`config.mk`:
```
export PLATFORM = sky130hd
export DESIGN_NAME = store_buffer_flat
export DESIGN_NICKNAME = d
export VERILOG_FILES = /design/src/rtl/store_buffer_if.sv /design/src/rtl/store_buffer.sv /design/src/flat_wrapper.sv
export SDC_FILE = /design/constraint.sdc
export NUM_CORES = 1
export LEC_CHECK = 0
export CAP_MARGIN = 20
export CORE_ASPECT_RATIO = 0.7
export CORE_UTILIZATION = 55
export CTS_CLUSTER_SIZE = 30
export DETAILED_ROUTE_END_ITERATION = 6
export PLACE_DENSITY = 0.81
export SKIP_CTS_REPAIR_TIMING = 1
export SLEW_MARGIN = 20
export SYNTH_ARGS = -nofsm -noshare
export SYNTH_HDL_FRONTEND = slang
export SYNTH_SLANG_ARGS = --single-unit
export TNS_END_PERCENT = 30
```
`constraint.sdc`:
```
create_clock -name clk -period 4.4 [get_ports clk]
set_clock_uncertainty 0.2 [all_clocks]
set_input_delay 0.66 -clock clk [delete_from_list [all_inputs] [get_ports clk]]
set_output_delay 0.66 -clock clk [all_outputs]
set_load 0.1 [all_outputs]
```
`src/rtl/store_buffer_if.sv`:
```
// Store buffer port bundle: store intake, load forwarding probe, memory write port, status.
// master = memory access stage / memory side, slave = the store buffer itself.
interface store_buffer_if #(
  parameter int DEPTH      = 4,
  parameter int ADDR_WIDTH = 30,
  parameter int DATA_WIDTH = 32
);
  localparam int BE_WIDTH  = DATA_WIDTH / 8;
  localparam int CNT_WIDTH = $clog2(DEPTH) + 1;

  logic                  st_valid;
  logic                  st_ready;
  logic [ADDR_WIDTH-1:0] st_addr;
  logic [DATA_WIDTH-1:0] st_wdata;
  logic [BE_WIDTH-1:0]   st_be;

  logic                  ld_valid;
  logic [ADDR_WIDTH-1:0] ld_addr;
  logic                  ld_fwd_hit;
  logic [DATA_WIDTH-1:0] ld_fwd_data;
  logic                  ld_conflict;

  logic                  mem_req_valid;
  logic                  mem_req_ready;
  logic [ADDR_WIDTH-1:0] mem_req_addr;
  logic [DATA_WIDTH-1:0] mem_req_wdata;
  logic [BE_WIDTH-1:0]   mem_req_be;

  logic [CNT_WIDTH-1:0]  count;
  logic                  empty;
  logic                  full;

  modport master (
    output st_valid, st_addr, st_wdata, st_be, ld_valid, ld_addr, mem_req_ready,
    input  st_ready, ld_fwd_hit, ld_fwd_data, ld_conflict,
    input  mem_req_valid, mem_req_addr, mem_req_wdata, mem_req_be, count, empty, full
  );

  modport slave (
    input  st_valid, st_addr, st_wdata, st_be, ld_valid, ld_addr, mem_req_ready,
    output st_ready, ld_fwd_hit, ld_fwd_data, ld_conflict,
    output mem_req_valid, mem_req_addr, mem_req_wdata, mem_req_be, count, empty, full
  );
endinterface

```
`src/rtl/store_buffer.sv`:
```
// Circular-FIFO store buffer draining committed stores to memory, with load hazard check.
// Define STORE_BUFFER_FORWARD_EN to build per-byte forwarding; otherwise any match stalls the load.
module store_buffer #(
  parameter int DEPTH      = 4,
  parameter int ADDR_WIDTH = 30,
  parameter int DATA_WIDTH = 32
) (
  input  logic           clk,
  input  logic           rst,
  store_buffer_if.slave  sb
);
  localparam int IDX_W    = $clog2(DEPTH);
  localparam int PTR_W    = IDX_W + 1;
  localparam int BE_WIDTH = DATA_WIDTH / 8;

  logic [PTR_W-1:0]      headPtr, tailPtr;
  logic [PTR_W-1:0]      occupancy;
  logic [ADDR_WIDTH-1:0] entAddr [DEPTH];
  logic [DATA_WIDTH-1:0] entData [DEPTH];
  logic [BE_WIDTH-1:0]   entBe   [DEPTH];
  logic                  isEmpty, isFull, enqFire, deqFire, ldActive;

  assign occupancy = tailPtr - headPtr;
  assign isEmpty   = (headPtr == tailPtr);
  assign isFull    = (headPtr[IDX_W-1:0] == tailPtr[IDX_W-1:0]) &&
                     (headPtr[IDX_W] != tailPtr[IDX_W]);

  assign sb.st_ready      = rst && !isFull;
  assign sb.mem_req_valid = rst && !isEmpty;
  assign enqFire          = sb.st_valid && sb.st_ready;
  assign deqFire          = sb.mem_req_valid && sb.mem_req_ready;

  assign sb.mem_req_addr  = entAddr[headPtr[IDX_W-1:0]];
  assign sb.mem_req_wdata = entData[headPtr[IDX_W-1:0]];
  assign sb.mem_req_be    = entBe[headPtr[IDX_W-1:0]];
  assign sb.count         = occupancy;
  assign sb.empty         = isEmpty;
  assign sb.full          = isFull;

  // Entry payloads need no reset: validity is defined purely by the pointers.
  always_ff @(posedge clk) begin
    if (!rst) begin
      headPtr <= '0;
      tailPtr <= '0;
    end else begin
      if (enqFire) begin
        entAddr[tailPtr[IDX_W-1:0]] <= sb.st_addr;
        entData[tailPtr[IDX_W-1:0]] <= sb.st_wdata;
        entBe[tailPtr[IDX_W-1:0]]   <= sb.st_be;
        tailPtr <= tailPtr + PTR_W'(1);
      end
      if (deqFire) headPtr <= headPtr + PTR_W'(1);
    end
  end

  assign ldActive = rst && sb.ld_valid;

`ifdef STORE_BUFFER_FORWARD_EN
  logic [BE_WIDTH-1:0]   covered;
  logic [DATA_WIDTH-1:0] merged;
  logic [IDX_W-1:0]      slot;

  // Walk oldest to youngest so younger entries overwrite older lanes.
  always_comb begin
    covered = '0;
    merged  = '0;
    slot    = '0;
    for (int k = 0; k < DEPTH; k++) begin
      slot = headPtr[IDX_W-1:0] + IDX_W'(k);
      if ((PTR_W'(k) < occupancy) && (entAddr[slot] == sb.ld_addr)) begin
        covered = covered | entBe[slot];
        for (int b = 0; b < BE_WIDTH; b++)
          if (entBe[slot][b]) merged[8*b +: 8] = entData[slot][8*b +: 8];
      end
    end
  end

  assign sb.ld_fwd_hit  = ldActive && (&covered);
  assign sb.ld_conflict = ldActive && (|covered) && !(&covered);
  assign sb.ld_fwd_data = sb.ld_fwd_hit ? merged : '0;
`else
  logic              matchAny;
  logic [IDX_W-1:0]  slot;

  always_comb begin
    matchAny = 1'b0;
    slot     = '0;
    for (int k = 0; k < DEPTH; k++) begin
      slot = headPtr[IDX_W-1:0] + IDX_W'(k);
      if ((PTR_W'(k) < occupancy) && (entAddr[slot] == sb.ld_addr)) matchAny = 1'b1;
    end
  end

  assign sb.ld_fwd_hit  = 1'b0;
  assign sb.ld_conflict = ldActive && matchAny;
  assign sb.ld_fwd_data = '0;
`endif
endmodule

```
`src/flat_wrapper.sv`:
```
// flat-port wrapper written by rule: the top's interface ports become plain ports
module store_buffer_flat 
#(
  parameter int DEPTH      = 4,
  parameter int ADDR_WIDTH = 30,
  parameter int DATA_WIDTH = 32
)
  (clk, rst, sb_st_valid, sb_st_addr, sb_st_wdata, sb_st_be, sb_ld_valid, sb_ld_addr, sb_mem_req_ready, sb_st_ready, sb_ld_fwd_hit, sb_ld_fwd_data, sb_ld_conflict, sb_mem_req_valid, sb_mem_req_addr, sb_mem_req_wdata, sb_mem_req_be, sb_count, sb_empty, sb_full);
  store_buffer_if #(.DEPTH(DEPTH), .ADDR_WIDTH(ADDR_WIDTH), .DATA_WIDTH(DATA_WIDTH)) sb_i ();
  input  logic clk;
  input  logic rst;
  input wire logic [$bits(sb_i.st_valid)-1:0] sb_st_valid;
  input wire logic [$bits(sb_i.st_addr)-1:0] sb_st_addr;
  input wire logic [$bits(sb_i.st_wdata)-1:0] sb_st_wdata;
  input wire logic [$bits(sb_i.st_be)-1:0] sb_st_be;
  input wire logic [$bits(sb_i.ld_valid)-1:0] sb_ld_valid;
  input wire logic [$bits(sb_i.ld_addr)-1:0] sb_ld_addr;
  input wire logic [$bits(sb_i.mem_req_ready)-1:0] sb_mem_req_ready;
  output wire logic [$bits(sb_i.st_ready)-1:0] sb_st_ready;
  output wire logic [$bits(sb_i.ld_fwd_hit)-1:0] sb_ld_fwd_hit;
  output wire logic [$bits(sb_i.ld_fwd_data)-1:0] sb_ld_fwd_data;
  output wire logic [$bits(sb_i.ld_conflict)-1:0] sb_ld_conflict;
  output wire logic [$bits(sb_i.mem_req_valid)-1:0] sb_mem_req_valid;
  output wire logic [$bits(sb_i.mem_req_addr)-1:0] sb_mem_req_addr;
  output wire logic [$bits(sb_i.mem_req_wdata)-1:0] sb_mem_req_wdata;
  output wire logic [$bits(sb_i.mem_req_be)-1:0] sb_mem_req_be;
  output wire logic [$bits(sb_i.count)-1:0] sb_count;
  output wire logic [$bits(sb_i.empty)-1:0] sb_empty;
  output wire logic [$bits(sb_i.full)-1:0] sb_full;
  assign sb_i.st_valid = sb_st_valid;
  assign sb_i.st_addr = sb_st_addr;
  assign sb_i.st_wdata = sb_st_wdata;
  assign sb_i.st_be = sb_st_be;
  assign sb_i.ld_valid = sb_ld_valid;
  assign sb_i.ld_addr = sb_ld_addr;
  assign sb_i.mem_req_ready = sb_mem_req_ready;
  assign sb_st_ready = sb_i.st_ready;
  assign sb_ld_fwd_hit = sb_i.ld_fwd_hit;
  assign sb_ld_fwd_data = sb_i.ld_fwd_data;
  assign sb_ld_conflict = sb_i.ld_conflict;
  assign sb_mem_req_valid = sb_i.mem_req_valid;
  assign sb_mem_req_addr = sb_i.mem_req_addr;
  assign sb_mem_req_wdata = sb_i.mem_req_wdata;
  assign sb_mem_req_be = sb_i.mem_req_be;
  assign sb_count = sb_i.count;
  assign sb_empty = sb_i.empty;
  assign sb_full = sb_i.full;
  store_buffer #(.DEPTH(DEPTH), .ADDR_WIDTH(ADDR_WIDTH), .DATA_WIDTH(DATA_WIDTH)) u_core (.clk(clk), .rst(rst), .sb(sb_i));
endmodule
```
Word level (Yosys, flattened, before mapping)
Memory sizes are Yosys's and may differ from the RTL's. A register that Yosys moved wholly into a read port is not among the register bits.
Index checks and enable logic that the tools add are counted.
- register bits after elaboration: 6
- bits in latches: 0
- bits in writable memories: 264
- ROM bits: 0
- input port bits: 101
- output and inout port bits: 107
- memories kept: 3
- memory list (memory ; depth ; bits a word ; read ports ; clocked after memory_dff ; write ports ; line ; source):
    u_core.entData ; 4 ; 32 ; 1 ; 1 ; 1 ; store_buffer.sv:19 ; logic [DATA_WIDTH-1:0] entData [DEPTH];
    u_core.entAddr ; 4 ; 30 ; 4 ; 1 ; 1 ; store_buffer.sv:18 ; logic [ADDR_WIDTH-1:0] entAddr [DEPTH];
    u_core.entBe ; 4 ; 4 ; 1 ; 1 ; 1 ; store_buffer.sv:20 ; logic [BE_WIDTH-1:0] entBe [DEPTH];
- add/sub/neg operators: 6
- multipliers: 0
- div/mod/pow operators: 0
- order comparisons: 4
- equal/unequal tests: 7
- shifts and indexed selects: 0
- multiplexer cells: 13
- bitwise gates (word level): 0
- reduce and logical (&&, ||, !) cells: 13
- operator list (operator ; count):
    $eq 30x30->1 ; 4
    $mux 2 ; 6
    $logic_and 1x1->1 ; 11
    $mux 1 ; 7
    $add 3x1->3 const B ; 2
    $lt 1x3->1 const A ; 2
    $lt 2x3->1 const A ; 2
    $add 2x2->2 const B ; 2
    $eq 3x3->1 ; 1
    $sub 3x3->3 ; 1
    $add 2x1->2 const B ; 1
    $eq 2x2->1 ; 1
    $logic_not 1->1 ; 2
    $ne 1x1->1 ; 1

Logic depth before layout (Yosys ltp)
Gate-level depths: netlist of the first run.
- depth in word-level cells: 8
- gate-level depth with buffers: 12
- mapped depth without buffers: 9

Least setup slack after synthesis of the first run
OpenSTA, ideal clock, no wires.
- path type: register -> register
- start: register u_core.headPtr[1]
- end: memory u_core.entAddr[3][0], enable pin
- setup time: 0.433 ns
- arrival: 4.274 ns
- required time: 3.767 ns
- path slack: -0.507 ns
- stages on the path, launching flop included: 10
- path buffers: 4
- period minus slack after synthesis: 4.907 ns
- cell sequence: dfxtp_1 > clkbuf_1 > buf_2 > buf_2 > inv_1 > ha_1 > nand3b_1 > and2_1 > clkbuf_1 > and3_1
- word-level cells in the longest chain between the ends: 8
- RTL lines (element ; line ; source):
    from (decl) ; store_buffer.sv:16 ; logic [PTR_W-1:0] headPtr, tailPtr;
    from (signal assigned) ; store_buffer.sv:52 ; if (deqFire) headPtr <= headPtr + PTR_W'(1);
    $eq 2x2->1 ; store_buffer.sv:25 ; assign isFull = (headPtr[IDX_W-1:0] == tailPtr[IDX_W-1:0]) &&
    $logic_and 1x1->1 ; store_buffer.sv:25 ;
    $logic_not 1->1 ; store_buffer.sv:28 ; assign sb.st_ready = rst && !isFull;
    $logic_and 1x1->1 ; store_buffer.sv:28 ;
    via sb_st_ready ; flat_wrapper.sv:19 ; output wire logic [$bits(sb_i.st_ready)-1:0] sb_st_ready;
    $logic_and 1x1->1 ; store_buffer.sv:30 ; assign enqFire = sb.st_valid && sb.st_ready;
    $mux 1 ; store_buffer.sv:46 ; if (enqFire) begin
    $mux 1 ; store_buffer.sv:42 ; if (!rst) begin
    $mux 1 (implied by the code) ; store_buffer.sv:47 ; entAddr[tailPtr[IDX_W-1:0]] <= sb.st_addr;
    to (decl) ; store_buffer.sv:18 ;
The timed path passes the listed nets, and every way through them passes these cells.

==> metrics.md, run 1 <==
| Metric | Value |
|---|---|
| Status | complete, but fails checks |
| Failing checks | DRC |
| Antenna cell count | 0 |
| Wire length per cell | 27.4 um |
| VDD IR-drop max | 0.288 mV |
| EDFF count, synth | 264 |
| Top cells by count, synth | 264 x edfxtp_1, 123 x mux4_2, 73 x xnor2_1 |
| Sink Count | 272 |
| Drt initial violations | 1,067 |
| Vias in the first global route | 8,565 |
| Die Y-Extent | 136 um |
| Adder-cell area share of the yosys netlist | 0.760% |
| CTS tree | built |
| Worst-path clk slew | 0.06 ns |
| CP max FO | 14 |
| First-pass GRT wire length | 54.8 mm |
| Worst skew pair latency | 0.54 ns |
| Cell area after placement | 0.0161 sq mm |
| Setup Viol. Count Final | 0 |
| Final nets | 1,146 |
| Overflow after GRT | 0 |
| Setup WS post-layout | 0.0394 ns |
| Hold WS | 0.357 ns |
| Top cell type's share of synthesized area | 56.0% |
| Overall routing resource usage | 28.3% |
| Residual DRC | 18 |
| Crit path DAT | 3.50 ns |
| Post-synth ARST share | 0% |
| Most frequent cell after synthesis | edfxtp_1 |
| CP max-delay cell | mux4_2 |
| CP Launch Type | register |
| P&R area growth vs syn | 21.8% |
| Yosys top cell by area | edfxtp_1 |
| Setup Slack @ Placement | 0.238 ns |
| Num CTS Buffers | 25 |
| Starting Density | 56.7% |
| Fill count | 1,697 |
| CP Data Required Time | 3.54 ns |
| Rel. slew slack | 54.8% |
| Max Root-Sink Buffers | 3 |
| Element type at the critical path end | primary output |
| Final Hold Fails | 0 |
| Main area contributors after synthesis | edfxtp_1 56%, mux4_2 20%, mux2i_1 4.8% |
| Leakage power | 5.54 nW |
| Placed Cells | 1,321 |
| Num rows | 48 |
| CTS H-tree lvls | 1 |
| Die X | 194 um |
| #FFs+latches synth | 272 |
| Syn. warnings | 0 |
| Synth Flop Type | edfxtp_1 |
| # port buffers | 174 |
| Seq/Total Area, Yosys | 57.1% |
| Worst-path cell chain | buf_12 -> buf_4 -> mux4_2 -> xnor2_1 -> nor4_1 -> nand4_1 -> or4_1 -> o41ai_2 -> a221o_1 -> buf_12 |
| Final wirelength | 37.8 mm |
| Gpl congestion | 1.02 |
| Multiplexer share of the synthesized area | 24.6% |
| Setup TNS Final | 0 ns |
| Area of the die | 0.0264 sq mm |
| Largest family of logic cells by synthesized area | multiplexers |
| Fmax | 229 MHz |
| Via/cell ratio | 6.45 |
| Syn Inst Count | 842 |
| Pre-Repair DR Iteration Count | 7 |
| Min-delay worst type | reg2reg |
| IO Count | 208 |
| Most used cell, CP | buf_12 |
| Pwr dens | 401 mW/mm^2 |
| Crit path kind | reg2out |
| Compound-Gate Fraction of Synth Area | 3.24% |
| Tcrit/Tclk final | 99.1% |
| Crit path time final | 4.36 ns |
| Initial antenna violation count | 0 |
| Post-route ant nets | 0 |
| Largest net degree at the start of global routing | 77 |
| Finished Layout Cells | 1,378 |
| Max-cap violations | 0 |
| Slew @ Worst Pin | 0.677 ns |
| R2R Setup Slk | 1.47 ns |
| Critical Path Max Stage Delay | 0.56 ns |
| Yosys cell types | 46 |
| Fin. max-slew vios | 0 |
| Post-Syn Area | 0.0142 sq mm |
| Clock tree root driver cell | clkbuf_16 |
| Synth Area in Simple Gates | 3.19% |
| Final Instance Area | 0.0173 sq mm |
| Vias | 8,887 |
| Synth Area in XOR/XNOR | 6.80% |
| Core area | 0.0250 sq mm |
| Layout cells sized above 1 | 30.2% |
| Hpwl dp | 26.5 mm |
| Mean post-synth cell area | 16.8 sq um |
## path summary, 6_finish.rpt
kind | start | to | cells past startpoint
setup reg to reg | u_core.headPtr[1] | u_core.entAddr[3][1] | 7
setup / recovery | register | sb_ld_conflict | 10
hold / removal | u_core.tailPtr[1] | u_core.tailPtr[1] | 2
hold reg to reg | u_core.tailPtr[1] | u_core.tailPtr[1] | 2
## sequential cells by signal, summed over array words and instances, names as in the netlist, named ones only
name / count
u_core.headPtr: 3
u_core.tailPtr: 3
u_core.entBe: 16
u_core.entData: 128
u_core.entAddr: 120
## cells by family (layout without fill, tap and decap cells)
logic type | count (synthesis) | count (layout)
flops | 272 | 272
mux | 194 | 194
xor+xnor | 110 | 110
buf+inv | 109 | 288
simple gates | 84 | 84
compound gates | 64 | 64
fa+ha+maj | 8 | 8
other cells | 1 | 33
## metrics by stage
stage                     total power [mW]  util, %
after floorplan                       4.29        -
after global placement                4.71     64.6
after detailed placement              4.72     64.6
after CTS                             6.86     67.8
after global routing                  7.11     69.1
final                                 6.92     69.1
## layer usage
layer | GRT usage [%] | share of wire, % | vias up
met3 | 8.71 | 12 | 47
li1 | - | - | 3752
met5 | 0 | 0 | -
met4 | 4.98 | 1.5 | 0
met2 | 40.2 | 43 | 568
met1 | 43.6 | 43 | 4520
## layout make-up
| type | instances | area [sq um] | share of cell area, % |
|---|---|---|---|
| Sequential cell | 272 | 8100 | 46.9 |
| Multi-Input combinational cell | 493 | 5710 | 33.1 |
| Timing Repair Buffer | 232 | 2190 | 12.7 |
| Clock buffer | 31 | 648 | 3.76 |
| Tap cell | 325 | 407 | 2.36 |
| Clock inverter | 12 | 154 | 0.892 |
| Inverter | 13 | 48.8 | 0.283 |
## cell usage in the layout, fill, tap and decap left out, drive strengths merged, types with 3 or more instances in the layout
cell type and instances:
and2 7, bufinv 3, dfxtp 8, buf 128, nor4 10, o22ai 7, mux2i 68, and3 5
nor2 12, a221oi 6, a211oi 3, a31oi 3, ha 7, nand3 10, clkinv 7, clkbuf 35
nand2 12, o21ai 14, inv 14, a2111oi 8, mux2 3, conb 33, nand4 17, mux4 123
clkdlybuf4s50 100, a21oi 7, a22o 3, xnor2 73, xor2 37, edfxtp 264, a222oi 4, nor3 4
## report_power, final
part / total, mW / internal [mW] / switching, mW
clock network: 2.17 / 1.23 / 0.942
registers: 2.96 / 2.92 / 0.0421
logic: 1.80 / 0.589 / 1.21
## worst max-delay path, delay by kind of cell, from the launching register on
kind	cells	cell delay [ns]
xor+xnor	1	0.17
flops	1	0.40
buf+inv	3	0.53
mux	1	0.56
compound gates	2	0.28
simple gates	3	1.02
No activity file was read; power rests on OpenSTA's default activity.
==> run 2: changes to the inputs <==
--- a/config.mk
+++ b/config.mk
@@ -7,6 +7,7 @@
 export LEC_CHECK = 0
 export CAP_MARGIN = 20
 export CORE_ASPECT_RATIO = 0.7
+export CORE_MARGIN = 4
 export CORE_UTILIZATION = 55
 export CTS_CLUSTER_SIZE = 30
 export DETAILED_ROUTE_END_ITERATION = 6
==> run 2 against run 1 <==
Fmax decreased by 0.36%. The flow now finishes without violations. Sequential power about the same. Worst hold slack improved by 0.017 ns. Final cell count decreased by 0.58%. Flip-flop and latch count unchanged. Non-clock buffer count decreased by 12. Die area increased by 7.6%. Clock-buffer cell count increased by 2. Via count decreased by 2.2%. Wire length decreased by 1.4%.
==> metrics.md, run 2 (same netlist as run 1, synthesis figures left out) <==
| Metric | Value |
|---|---|
| Clock tree root driver cell | clkbuf_16 |
| Placed Cells | 1,317 (-0.30%) |
| Initial antenna violation count | 0 (unchanged) |
| Fmax | 228 MHz (-0.36%) |
| Wire length per cell | 27.2 um (-0.87%) |
| Reg power frac | 42.7% (about the same) |
| Clock power frac | 32.0% (+0.7 points) |
| Fill count | 1,703 (+0.35%) |
| Routed wl met3 | 4.63 mm (-1.3%) |
| Setup Slack @ Placement | 0.279 ns (+0.0413 ns) |
| Residual DRC | 0 (-18) |
| Comb power frac | 25.4% (-0.5 points) |
| Vias in the first global route | 8,548 (-0.20%) |
| Starting Density | 56.7% (unchanged) |
| Switching power share of the total | 31.1% (-0.60 points) |
| Crit path time final | 4.38 ns (+0.0158 ns) |
| Crit path DAT | 3.52 ns (+0.02 ns) |
| Antenna cell count | 0 (unchanged) |
| Finished Layout Cells | 1,370 (-0.58%) |
| # port buffers | 174 (unchanged) |
| Hold WS | 0.374 ns (+0.0167 ns) |
| Status | completed |
| Leakage power | 5.47 nW (-1.3%) |
| Rel. slew slack | 51.9% (-2.9 points) |
| Worst-path clk slew | 0.06 ns (about the same) |
| Power Internal | 4.78 mW (+1.0%) |
| Max reg flops | 128 (unchanged) |
| Final Hold Fails | 0 (unchanged) |
| Area of the die | 0.0284 sq mm (+7.6%) |
| Vias | 8,690 (-2.2%) |
| Overflow after GRT | 0 (unchanged) |
| Sw Pwr | 2.15 mW (-1.7%) |
| Slew @ Worst Pin | 0.721 ns (+0.0441 ns) |
| Pre-Repair DR Iteration Count | 7 (unchanged) |
| Gpl congestion | 0.964 (-5.8%) |
| Die Y-Extent | 142 um (+4.4%) |
| Die X | 200 um (+3.1%) |
| RSZ-0062 raised after global routing | yes |
| Num rows | 48 (unchanged) |
| Top Metal Used | met4 |
| First-pass GRT wire length | 55.4 mm (+1.2%) |
| P&R area growth vs syn | 21.1% |
| Drt initial violations | 863 (-19%) |
| Via/cell ratio | 6.34 (-1.6%) |
| CP Data Required Time | 3.54 ns (about the same) |
| Final wirelength | 37.2 mm (-1.4%) |
| Layout cells sized above 1 | 29.0% (-1.2 points) |
| Pwr dens | 404 mW/mm^2 (+0.78%) |
| Max Root-Sink Buffers | 3 (unchanged) |
| Core area | 0.0250 sq mm (unchanged) |
| Final nets | 1,135 (-0.96%) |
| VDD IR-drop max | 0.368 mV (+28%) |
| Worst skew pair latency | 0.52 ns (-0.02 ns) |
| Fin. max-slew vios | 0 (unchanged) |
| Commonest non-fill, non-tap cell in the layout | edfxtp_1 |
| Min-delay worst type | reg2reg |
| Crit path kind | reg2out |
| Setup Viol. Count Final | 0 (unchanged) |
| Met1 WL | 15.7 mm (-3.4%) |
| WL met2 | 16.3 mm (+0.70%) |
| Largest net degree at the start of global routing | 67 (-13%) |
| Element type at the critical path end | primary output |
| Tcrit/Tclk final | 99.5% (+0.36 points) |
| IO Count | 208 (unchanged) |
| Post-route ant nets | 0 (unchanged) |
| Num CTS Buffers | 26 (+4.0%) |
| Max-cap violations | 0 (unchanged) |
| Setup WS post-layout | 0.0236 ns (-0.0158 ns) |
| Most frequent cells in the layout | 264 x edfxtp_1, 123 x mux4_2, 106 x buf_4, 100 x clkdlybuf4s50_1, 71 x xnor2_1 |
| Hpwl dp | 26.5 mm (about the same) |
| Sink Count | 272 (unchanged) |
| CP Launch Type | register |
| CTS H-tree lvls | 1 (unchanged) |
| CTS tree | built |
| Overall routing resource usage | 26.1% (-2.3 points) |
| CP max FO | 16 (+2) |
-- run 2: cell count changes in the layout (fill, tap and decap cells not counted), sizes merged --
cell,change
clkinv,+3
clkbuf,-1
buf,-9
inv,-1
-- run 2: metrics by stage --
stage / cell area, sq um / utilization (%) / power (mW) / TNS, ns
after floorplan: 14300 / - / 4.29 / -62.57
after global placement: 16100 / 64.6 / 4.72 / 0
after detailed placement: 16100 / 64.6 / 4.73 / 0
after CTS: 17000 / 68.0 / 6.94 / -0.167
after global routing: 17100 / 68.6 / 7.17 / -0.103
final: 17100 / 68.6 / 6.93 / 0
-- run 2: power by group through the flow --
stage	Clock (mW)	Combinational, mW	Sequential, mW
finish	2.22	1.76	2.96
global route	2.38	1.83	2.96
CTS	2.26	1.72	2.96
detailed placement	0	1.72	3.01
global placement	0	1.71	3.01
floorplan	0	1.30	3.00
-- run 2: critical path: stages (launching register included) --
cell	delay [ns]
dfxtp_4	0.36
ha_4	0.34
buf_4	0.14
buf_12	0.16
mux4_2	0.52
xor2_1	0.18
nor4_1	0.34
nand4_1	0.16
o41ai_2	0.37
a221o_1	0.22
buf_12	0.19
-- run 2: metal layers --
metal  vias up  GRT usage, %
met4         0          3.97
met1      4445          40.3
met5         -             0
li1       3723             -
met2       485          37.5
met3        37          8.76
-- run 2: cell type report --
cell class	instances	area [sq um]	area share, %
clock inverter	14	145	0.846
clock buffer	33	698	4.07
sequential	272	8100	47.2
timing repair buffer	220	2050	12.0
tap	325	407	2.37
multi-input combinational	493	5700	33.2
inverter	13	48.8	0.285
-- run 2: final timing paths --
check                                        endpoint              start  slack, ns  cells past startpoint
worst min register to register      u_core.tailPtr[1]  u_core.tailPtr[1]       0.37                      2
worst min-delay path                u_core.tailPtr[1]  u_core.tailPtr[1]       0.37                      2
worst max register to register  u_core.entAddr[3][11]  u_core.headPtr[1]       1.37                      7
worst max-delay path                   sb_ld_conflict  u_core.headPtr[0]       0.02                     10
